## src/rtl/game_flow_ctrl_pkg.sv

```systemverilog
// game_pkg: shared definitions for the game sequencer slice.
//   game_state_e  - FSM state encoding (START..WIN); codes 6/7 are illegal
//   SRC_*         - VGA source-mux indices
//   state_to_src  - maps a state code to its VGA source index
package game_pkg;

  typedef enum logic [2:0] {
    ST_START  = 3'd0,
    ST_MAZE   = 3'd1,
    ST_BATTLE = 3'd2,
    ST_LOSE   = 3'd3,
    ST_BOSS   = 3'd4,
    ST_WIN    = 3'd5
  } game_state_e;

  localparam logic [2:0] SRC_START  = 3'd0;
  localparam logic [2:0] SRC_MAZE   = 3'd1;
  localparam logic [2:0] SRC_BATTLE = 3'd2;
  localparam logic [2:0] SRC_BOSS   = 3'd4;
  localparam logic [2:0] SRC_WIN    = 3'd5;
  localparam logic [2:0] SRC_LOSE   = 3'd6;

  function automatic logic [2:0] state_to_src(input logic [2:0] s);
    logic [2:0] src;
    case (s)
      ST_START:  src = SRC_START;
      ST_MAZE:   src = SRC_MAZE;
      ST_BATTLE: src = SRC_BATTLE;
      ST_LOSE:   src = SRC_LOSE;
      ST_BOSS:   src = SRC_BOSS;
      ST_WIN:    src = SRC_WIN;
      default:   src = SRC_START;
    endcase
    return src;
  endfunction

endpackage

```

## src/rtl/game_flow_ctrl_if.sv

```systemverilog
// game_flow_ctrl_if: status inputs from the screen generators and the
// sequencer outputs toward the VGA mux.
//   master - environment side (drives status, observes sequencer)
//   slave  - game_flow_ctrl side
interface game_flow_ctrl_if;
  logic       start_sw;
  logic       frame_tick;
  logic       enemy_collide;
  logic       battle_win;
  logic       battle_dead;
  logic       boss_win;
  logic       boss_dead;
  logic [2:0] state;
  logic [2:0] src_sel;
  logic [6:0] screen_rst;
  logic [2:0] win_count;
  logic       boss_enable;

  modport master (
    output start_sw, frame_tick, enemy_collide, battle_win, battle_dead,
           boss_win, boss_dead,
    input  state, src_sel, screen_rst, win_count, boss_enable
  );

  modport slave (
    input  start_sw, frame_tick, enemy_collide, battle_win, battle_dead,
           boss_win, boss_dead,
    output state, src_sel, screen_rst, win_count, boss_enable
  );
endinterface

```

## src/rtl/game_flow_ctrl_rst_pulse_gen.sv

```systemverilog
// rst_pulse_gen: load-on-trigger down-counter. A trig cycle loads HOLD;
// busy is high while the count is non-zero, i.e. for exactly HOLD cycles
// starting the cycle after trig.
//   clk, rst (async active-low), trig (load), busy (pulse active)
module rst_pulse_gen #(
  parameter int unsigned HOLD = 128
) (
  input  logic clk,
  input  logic rst,
  input  logic trig,
  output logic busy
);

  logic [7:0] cnt_q;

  always_ff @(posedge clk or negedge rst) begin
    if (!rst) begin
      cnt_q <= '0;
    end else if (trig) begin
      cnt_q <= 8'(HOLD);
    end else if (cnt_q != '0) begin
      cnt_q <= cnt_q - 8'd1;
    end
  end

  assign busy = (cnt_q != '0);

endmodule

```

## src/rtl/game_flow_ctrl.sv

```systemverilog
// game_flow_ctrl: game-state sequencer. Owns the START/MAZE/BATTLE/BOSS/
// WIN/LOSE FSM, counts battle wins to unlock the boss, selects the VGA
// source and pulses a per-screen reset on entry to BATTLE or BOSS.
//   clk, rst (async active-low)
//   bus (slave): status inputs in; state, src_sel, screen_rst,
//                win_count, boss_enable out
// Optional macro FRAME_ALIGN_EN: src_sel only updates on frame_tick.
module game_flow_ctrl
  import game_pkg::*;
#(
  parameter int unsigned WINS_FOR_BOSS = 5,
  parameter int unsigned RST_HOLD      = 128
) (
  input  logic            clk,
  input  logic            rst,
  game_flow_ctrl_if.slave bus
);

  game_state_e state_q;
  logic [2:0]  win_q;
  logic        boss_en_q;
  logic        armed_q;
  logic        hold_busy;
  logic        hold_trig;
  logic [6:0]  screen_rst_c;

  // Entry into BATTLE or BOSS is only possible from MAZE; this mirrors the
  // MAZE branch below so the counter loads on the same edge as the state.
  always_comb begin
    hold_trig = (state_q == ST_MAZE) &&
                (boss_en_q || (bus.enemy_collide && armed_q));
  end

  rst_pulse_gen #(.HOLD(RST_HOLD)) u_hold (
    .clk  (clk),
    .rst  (rst),
    .trig (hold_trig),
    .busy (hold_busy)
  );

  always_ff @(posedge clk or negedge rst) begin
    if (!rst) begin
      state_q   <= ST_START;
      win_q     <= '0;
      boss_en_q <= 1'b0;
      armed_q   <= 1'b1;
    end else begin
      case (state_q)
        ST_START: if (bus.start_sw) state_q <= ST_MAZE;
        ST_MAZE: begin
          if (!bus.enemy_collide) armed_q <= 1'b1;
          if (boss_en_q)                              state_q <= ST_BOSS;
          else if (bus.enemy_collide && armed_q)      state_q <= ST_BATTLE;
        end
        ST_BATTLE: begin
          // Status is ignored while the screen reset pulse is active.
          if (!hold_busy) begin
            if (bus.battle_dead) begin
              state_q <= ST_LOSE;
              armed_q <= 1'b0;
            end else if (bus.battle_win) begin
              state_q <= ST_MAZE;
              armed_q <= 1'b0;
              if (win_q != 3'(WINS_FOR_BOSS)) begin
                win_q <= win_q + 3'd1;
                if (win_q + 3'd1 == 3'(WINS_FOR_BOSS)) boss_en_q <= 1'b1;
              end
            end
          end
        end
        ST_BOSS: begin
          if (!hold_busy) begin
            if (bus.boss_dead)     state_q <= ST_LOSE;
            else if (bus.boss_win) state_q <= ST_WIN;
          end
        end
        ST_WIN, ST_LOSE: ;
        default: state_q <= ST_START;
      endcase
    end
  end

  // The FSM cannot leave BATTLE/BOSS while the pulse is busy, so the bit
  // can be steered from the current state without storing an index.
  always_comb begin
    screen_rst_c = '0;
    if (hold_busy) screen_rst_c[state_to_src(state_q)] = 1'b1;
  end

  assign bus.state       = state_q;
  assign bus.win_count   = win_q;
  assign bus.boss_enable = boss_en_q;
  assign bus.screen_rst  = screen_rst_c;

`ifdef FRAME_ALIGN_EN
  logic [2:0] src_q;
  always_ff @(posedge clk or negedge rst) begin
    if (!rst) begin
      src_q <= SRC_START;
    end else if (bus.frame_tick) begin
      src_q <= state_to_src(state_q);
    end
  end
  assign bus.src_sel = src_q;
`else
  logic unused_frame_tick;
  assign unused_frame_tick = bus.frame_tick;
  assign bus.src_sel = state_to_src(state_q);
`endif

endmodule

```

## src/flat_wrapper.sv

```systemverilog
// flat-port wrapper written by rule: the top's interface ports become plain ports
module game_flow_ctrl_flat import game_pkg::*;
#(
  parameter int unsigned WINS_FOR_BOSS = 5,
  parameter int unsigned RST_HOLD      = 128
)
  (clk, rst, bus_start_sw, bus_frame_tick, bus_enemy_collide, bus_battle_win, bus_battle_dead, bus_boss_win, bus_boss_dead, bus_state, bus_src_sel, bus_screen_rst, bus_win_count, bus_boss_enable);
  game_flow_ctrl_if bus_i ();
  input  logic clk;
  input  logic rst;
  input wire logic [$bits(bus_i.start_sw)-1:0] bus_start_sw;
  input wire logic [$bits(bus_i.frame_tick)-1:0] bus_frame_tick;
  input wire logic [$bits(bus_i.enemy_collide)-1:0] bus_enemy_collide;
  input wire logic [$bits(bus_i.battle_win)-1:0] bus_battle_win;
  input wire logic [$bits(bus_i.battle_dead)-1:0] bus_battle_dead;
  input wire logic [$bits(bus_i.boss_win)-1:0] bus_boss_win;
  input wire logic [$bits(bus_i.boss_dead)-1:0] bus_boss_dead;
  output wire logic [$bits(bus_i.state)-1:0] bus_state;
  output wire logic [$bits(bus_i.src_sel)-1:0] bus_src_sel;
  output wire logic [$bits(bus_i.screen_rst)-1:0] bus_screen_rst;
  output wire logic [$bits(bus_i.win_count)-1:0] bus_win_count;
  output wire logic [$bits(bus_i.boss_enable)-1:0] bus_boss_enable;
  assign bus_i.start_sw = bus_start_sw;
  assign bus_i.frame_tick = bus_frame_tick;
  assign bus_i.enemy_collide = bus_enemy_collide;
  assign bus_i.battle_win = bus_battle_win;
  assign bus_i.battle_dead = bus_battle_dead;
  assign bus_i.boss_win = bus_boss_win;
  assign bus_i.boss_dead = bus_boss_dead;
  assign bus_state = bus_i.state;
  assign bus_src_sel = bus_i.src_sel;
  assign bus_screen_rst = bus_i.screen_rst;
  assign bus_win_count = bus_i.win_count;
  assign bus_boss_enable = bus_i.boss_enable;
  game_flow_ctrl #(.WINS_FOR_BOSS(WINS_FOR_BOSS), .RST_HOLD(RST_HOLD)) u_core (.clk(clk), .rst(rst), .bus(bus_i));
endmodule
```

## config.mk

```make
export PLATFORM = sky130hd
export DESIGN_NAME = game_flow_ctrl_flat
export DESIGN_NICKNAME = d
export VERILOG_FILES = /design/src/rtl/game_flow_ctrl_pkg.sv /design/src/rtl/game_flow_ctrl_if.sv /design/src/rtl/game_flow_ctrl_rst_pulse_gen.sv /design/src/rtl/game_flow_ctrl.sv /design/src/flat_wrapper.sv
export SDC_FILE = /design/constraint.sdc
export NUM_CORES = 1
export LEC_CHECK = 0
export CELL_PAD_IN_SITES_DETAIL_PLACEMENT = 0
export CELL_PAD_IN_SITES_GLOBAL_PLACEMENT = 1
export CORE_ASPECT_RATIO = 0.75
export CORE_MARGIN = 5
export CORE_UTILIZATION = 38
export DETAILED_ROUTE_END_ITERATION = 12
export HOLD_SLACK_MARGIN = 0.08
export PLACE_DENSITY_LB_ADDON = 0.08
export REMOVE_ABC_BUFFERS = 1
export SKIP_CTS_REPAIR_TIMING = 1
export SYNTH_ARGS = -nofsm -noshare
export SYNTH_HDL_FRONTEND = slang
export SYNTH_SLANG_ARGS = --single-unit
```

## constraint.sdc

```tcl
create_clock -name clk -period 5.4 [get_ports clk]
set_input_delay 1.35 -clock clk [delete_from_list [all_inputs] [get_ports clk]]
set_output_delay 1.35 -clock clk [all_outputs]
set_load 0.02 [all_outputs]
```

Word level (Yosys, flattened, before mapping)
Cells that the tools add are included.
- add/subtract/negate cells: 2
- bitwise operators: 3
- mux-type cells: 22
- reductions and logical operators: 13
- equal/unequal tests: 14
- magnitude comparators: 2
- operators by type and width (operator ; number):
    3-bit two-way mux ; 10
    3-bit case mux with 5 select lines ; 2
    8-bit two-way mux ; 2
    3-bit == test (second input constant) ; 3
    3-bit != test (second input constant) ; 3
    2-bit != test (second input constant) ; 4
    8-bit nonzero test ; 1
    8-bit by 1-bit subtractor with 8-bit output (second input constant) ; 1
    7-bit two-way mux ; 1
    7-bit AND reduction ; 1
    3-bit by 2-bit == test with 1-bit output (second input constant) ; 2
    6-bit AND reduction ; 1
    1-bit two-way mux ; 5
    5-bit AND reduction ; 1
    3-bit by 4-bit < comparator with 1-bit output (second input constant) ; 1
    4-bit AND reduction ; 1
    2-bit nonzero test ; 2
    3-bit by 1-bit adder with 3-bit output (second input constant) ; 1
    1-bit demux with 3-bit select ; 1
    3-bit by 1-bit == test with 1-bit output (second input constant) ; 1
    3-bit by 1-bit greater-or-equal comparator with 1-bit output (second input constant) ; 1
    1-bit logical AND ; 3
    3-bit zero test ; 1
    3-bit by 2-bit != test with 1-bit output (second input constant) ; 1
    other kinds (4) ; 6
- output and inout port bits: 17
- register bits: 16
- word-level logic and storage cells: 61
- input bits: 9

Logic depth before layout (Yosys ltp)
- word-level depth: 8
- mapped depth: 7
- gate-level depth less buffers: 6

By module
Synthesis repeated with hierarchy kept, for this count alone.
- cells, all modules: 124
- area, all modules: 1137.3 um^2
- by module, submodules not included (module ; seq. area each (um^2) ; cells each ; area an instance (um^2) ; instances):
    game_flow_ctrl ; 201.4 ; 76 ; 684.4 ; 1
    rst_pulse_gen ; 200.2 ; 48 ; 452.9 ; 1

Worst setup path after synthesis
Ideal clock, no wire load.
- kind: register to output
- start: reg u_core.u_hold.cnt_q[0]
- end: out bus_screen_rst[6]
- arrival: 1.689 ns
- required time: 4.050 ns
- slack: 2.361 ns
- path buffers: 1
- stages on the path, launching flop included: 7
- path through: dfrtp_1 > inv_1 > ha_1 > or4b_4 > or2_1 > buf_6 > and3_1
- word-level cells in the longest chain between the ends: 2
- ends and longest elaborated chain (what ; RTL line ; source):
    start: declaration ; game_flow_ctrl_rst_pulse_gen.sv:14 ; logic [7:0] cnt_q;
    start signal: assignment ; game_flow_ctrl_rst_pulse_gen.sv:20 ; cnt_q <= 8'(HOLD);
    start signal: assignment ; game_flow_ctrl_rst_pulse_gen.sv:22 ; cnt_q <= cnt_q - 8'd1;
    8-bit nonzero test ; game_flow_ctrl_rst_pulse_gen.sv:26 ; assign busy = (cnt_q != '0);
    7-bit two-way mux ; game_flow_ctrl.sv:87 ; if (hold_busy) screen_rst_c[state_to_src(state_q)] = 1'b1;
    end: declaration ; flat_wrapper.sv:20 ; output wire logic [$bits(bus_i.screen_rst)-1:0] bus_screen_rst;
No other way between the ends.

Worst setup path after layout
Same ends and word-level chain as after synthesis.

==> impl_results.md <==
* Status: finished clean
* Crit path required time at 4050 ps
* Pint at about 0.32 mW
* Initial antenna violation count at 0
* Busiest grt layer: met2
* Critical path arrival at approximately 2600 ps
* Global Route met3 Usage at 5.87%
* Max-slew violations at 0
* Synth area leader: dfrtp_1
* Final Worst Setup Slack at between 1000 and 1500 ps
* CTS Buffer Depth at 2
* Crit. End Element: output port
* Final period util at about 73%
* Tightest Pin Transition at approximately 850 ps
* Pin count of the biggest net entering global routing at 18
* Post-DP HPWL at ~1700 um
* Syn-to-layout area delta at 28.1%
* Layout cell share with drive strength beyond 1 at around 8.9%
* Crit Path Class: reg -> out
* Netlist cell types at 38
* Fin nets at around 150
* Period minus WS final at just under 4000 ps
* Register area share after synthesis at about two fifths
* Clock root buffer master: clkbuf_4
* Post-synth top cells: dfrtp_1, nor2_1, nor3_1
* GRT Overall Usage at between 10% and 20%
* CTS tree: yes
* Most common cell in the netlist: dfrtp_1
* Top-Level Pins at 26
* Drt pass-1 iters at 4
* Worst skew pair latency at roughly 280 ps
* Worst IR Drop VDD at about 0.00017 V
* Clock power share at between 10% and 20%
* Final hold vios at 0
* Final setup fails at 0
* Via-per-instance ratio at between 5 and 6
* Synth top area share at 37.5%
* Switch share at 39.5%
* Drt drc at 0
* Fill cells at between 200 and 300
* Setup Skew at between 0.3 and 0.4 ps
* Met2 Usage GRT at a little over a fifth
* Synth async-reset ratio at 100%
* Die Ht at between 50 and 60 um
* Clock transition at path regs at ~90 ps
* Register bit count reported by yosys at 16
* Clock sink total at 16
* 1st-iter DRT viols at 122
* Startpoint types: flip-flop
* Slew HR at a little over two fifths
* ANT cells at 0
* Psw at about 0.21 mW
* CTS Buf Count at 3
* Top_reg_cell synth: dfrtp_1
* Post-synth EDFFs at 0
* Cells after Synth at 113
* RSZ-0062 raised after global routing: no
* Max-Cap Viols at 0
* Die width at around 69 um
* Global routing usage on met1 at 18.0%
* Initial core utilization at between 30% and 40%
* Remaining antenna violation count at 0
* DR WL/cell at between 10 and 15 um
* Synth Cell Area at between 1000 and 1500 sq um
* FMAX at between 200 and 300 MHz
* Synth area leaders: dfrtp_1, nor3_1, ha_1, nor2_1, o21ai_0
* YS warnings at 0
* Vias in the first global route at 855
* Power per Cell Area at 410 nW/um^2
* Vias at 889
* FP Rows at 16
* CTS H-Tree Depth at 1
* Flop pwr share at about two fifths
* DP Worst Slack at 1800 ps
* Gpl congestion at a little over 0.8
* IO buf count at 23
* Max Fanout on Critical Path at 8
* Total Neg Setup Slack at 0 ps
* First-pass GRT wire length at approximately 4000 um
* Final Util at 50.0%
* P_leak at 0.517 nW
* Combinational share of power at ~44%
* Hold/Removal Path Class: reg -> reg
* GRT overflow at 0
* Post-Syn Area per Cell at 8.86 sq um
* Worst Hold Slack at between 500 and 600 ps
* Core ar. at about 2600 sq um
* Routed wire length at ~2300 um
* Die area at about 3800 sq um
critical path: stages (launching register included):
cell and delay (ps):
dfrtp_1 390, inv_1 90, ha_1 180, or4b_4 510, or2_1 360, and3_1 230, clkdlybuf4s50_1 530
registers in the layout, indices dropped and copies added (netlist names):
signal and cells:
u_core.bus.state 3, u_core.bus.boss_enable 1, u_core.armed_q 1, u_core.bus.win_count 3, u_core.u_hold.cnt_q 8
power by group through the flow:
stage,Sequential [mW],Combinational [mW],Clock [mW]
after global placement,0.214,0.233,0
after floorplan,0.212,0.148,0
final,0.214,0.233,0.0790
after global routing,0.223,0.262,0.0895
after detailed placement,0.216,0.233,0
after CTS,0.213,0.235,0.0823
cell families (layout without fill, tap and decap cells):
| family | Yosys count | after routing | synth area share [%] |
|---|---|---|---|
| mux | 1 | 1 | 1.12 |
| simple gates | 50 | 50 | 28.1 |
| compound gates | 22 | 22 | 14.0 |
| other cells | 1 | 1 | 0.375 |
| xor+xnor | 6 | 6 | 5.25 |
| flops | 16 | 16 | 40.1 |
| fa+ha+maj | 4 | 4 | 5.00 |
| buf+inv | 13 | 35 | 6.00 |
layout make-up:
cell class / count / area, sq um / area share [%]
Clock buffer: 4 / 36.3 / 2.83
Inverter: 8 / 30.0 / 2.34
Sequential cell: 16 / 402 / 31.3
Timing Repair Buffer: 23 / 230 / 18.0
Tap cell: 36 / 45.0 / 3.51
Multi-Input combinational cell: 84 / 539 / 42.0
path summary, 6_finish.rpt:
kind | start | endpoint | slack, ps | cells past startpoint
min in group asynchronous | rst | u_core.u_hold.cnt_q[5]$_DFFE_PN0P_ | 1510 | 1
min | u_core.bus.win_count[2]$_DFFE_PN0P_ | u_core.bus.win_count[2]$_DFFE_PN0P_ | 540 | 1
max | u_core.u_hold.cnt_q[0]$_DFFE_PN0P_ | bus_screen_rst[6] | 1480 | 6
min reg2reg | u_core.bus.win_count[2]$_DFFE_PN0P_ | u_core.bus.win_count[2]$_DFFE_PN0P_ | 540 | 1
max in group asynchronous | rst | u_core.u_hold.cnt_q[0]$_DFFE_PN0P_ | 3420 | 1
max reg2reg | u_core.u_hold.cnt_q[0]$_DFFE_PN0P_ | u_core.bus.win_count[1]$_DFFE_PN0P_ | 3100 | 6
stage by stage:
stage	total power, mW	cell area [sq um]	cells
after detailed placement	0.449	1250	167
after global placement	0.446	1250	167
final	0.525	1280	171
after floorplan	0.359	971	108
after global routing	0.575	1280	171
after CTS	0.531	1280	171
metal layers:
layer  part of all wire [%]  routed length, um  up-vias
met4                   0.65                 15        0
met5                      0                  0        -
met1                     49               1140      425
li1                       -                  -      439
met2                     43                989       23
met3                    7.2                167        2
layout by cell type, fill, tap and decap left out, types with 2 or more instances in the layout:
| master | synthesis | routed |
|---|---|---|
| xnor2_1 | 2 | 2 |
| nand3_1 | 2 | 2 |
| a21oi_1 | 6 | 6 |
| nand2b_1 | 3 | 3 |
| o21ai_0 | 7 | 7 |
| or4b_2 | 2 | 2 |
| nor2_1 | 12 | 12 |
| nor3_1 | 11 | 11 |
| nand2_1 | 7 | 7 |
| clkbuf_4 | 0 | 3 |
| dfrtp_1 | 15 | 15 |
| clkdlybuf4s50_1 | 0 | 23 |
| o211ai_1 | 2 | 2 |
| ha_1 | 4 | 4 |
| nor4_1 | 2 | 2 |
| or3_1 | 2 | 2 |
| xor2_1 | 4 | 4 |
| inv_1 | 8 | 8 |
(Power assumes the default switching activity.)
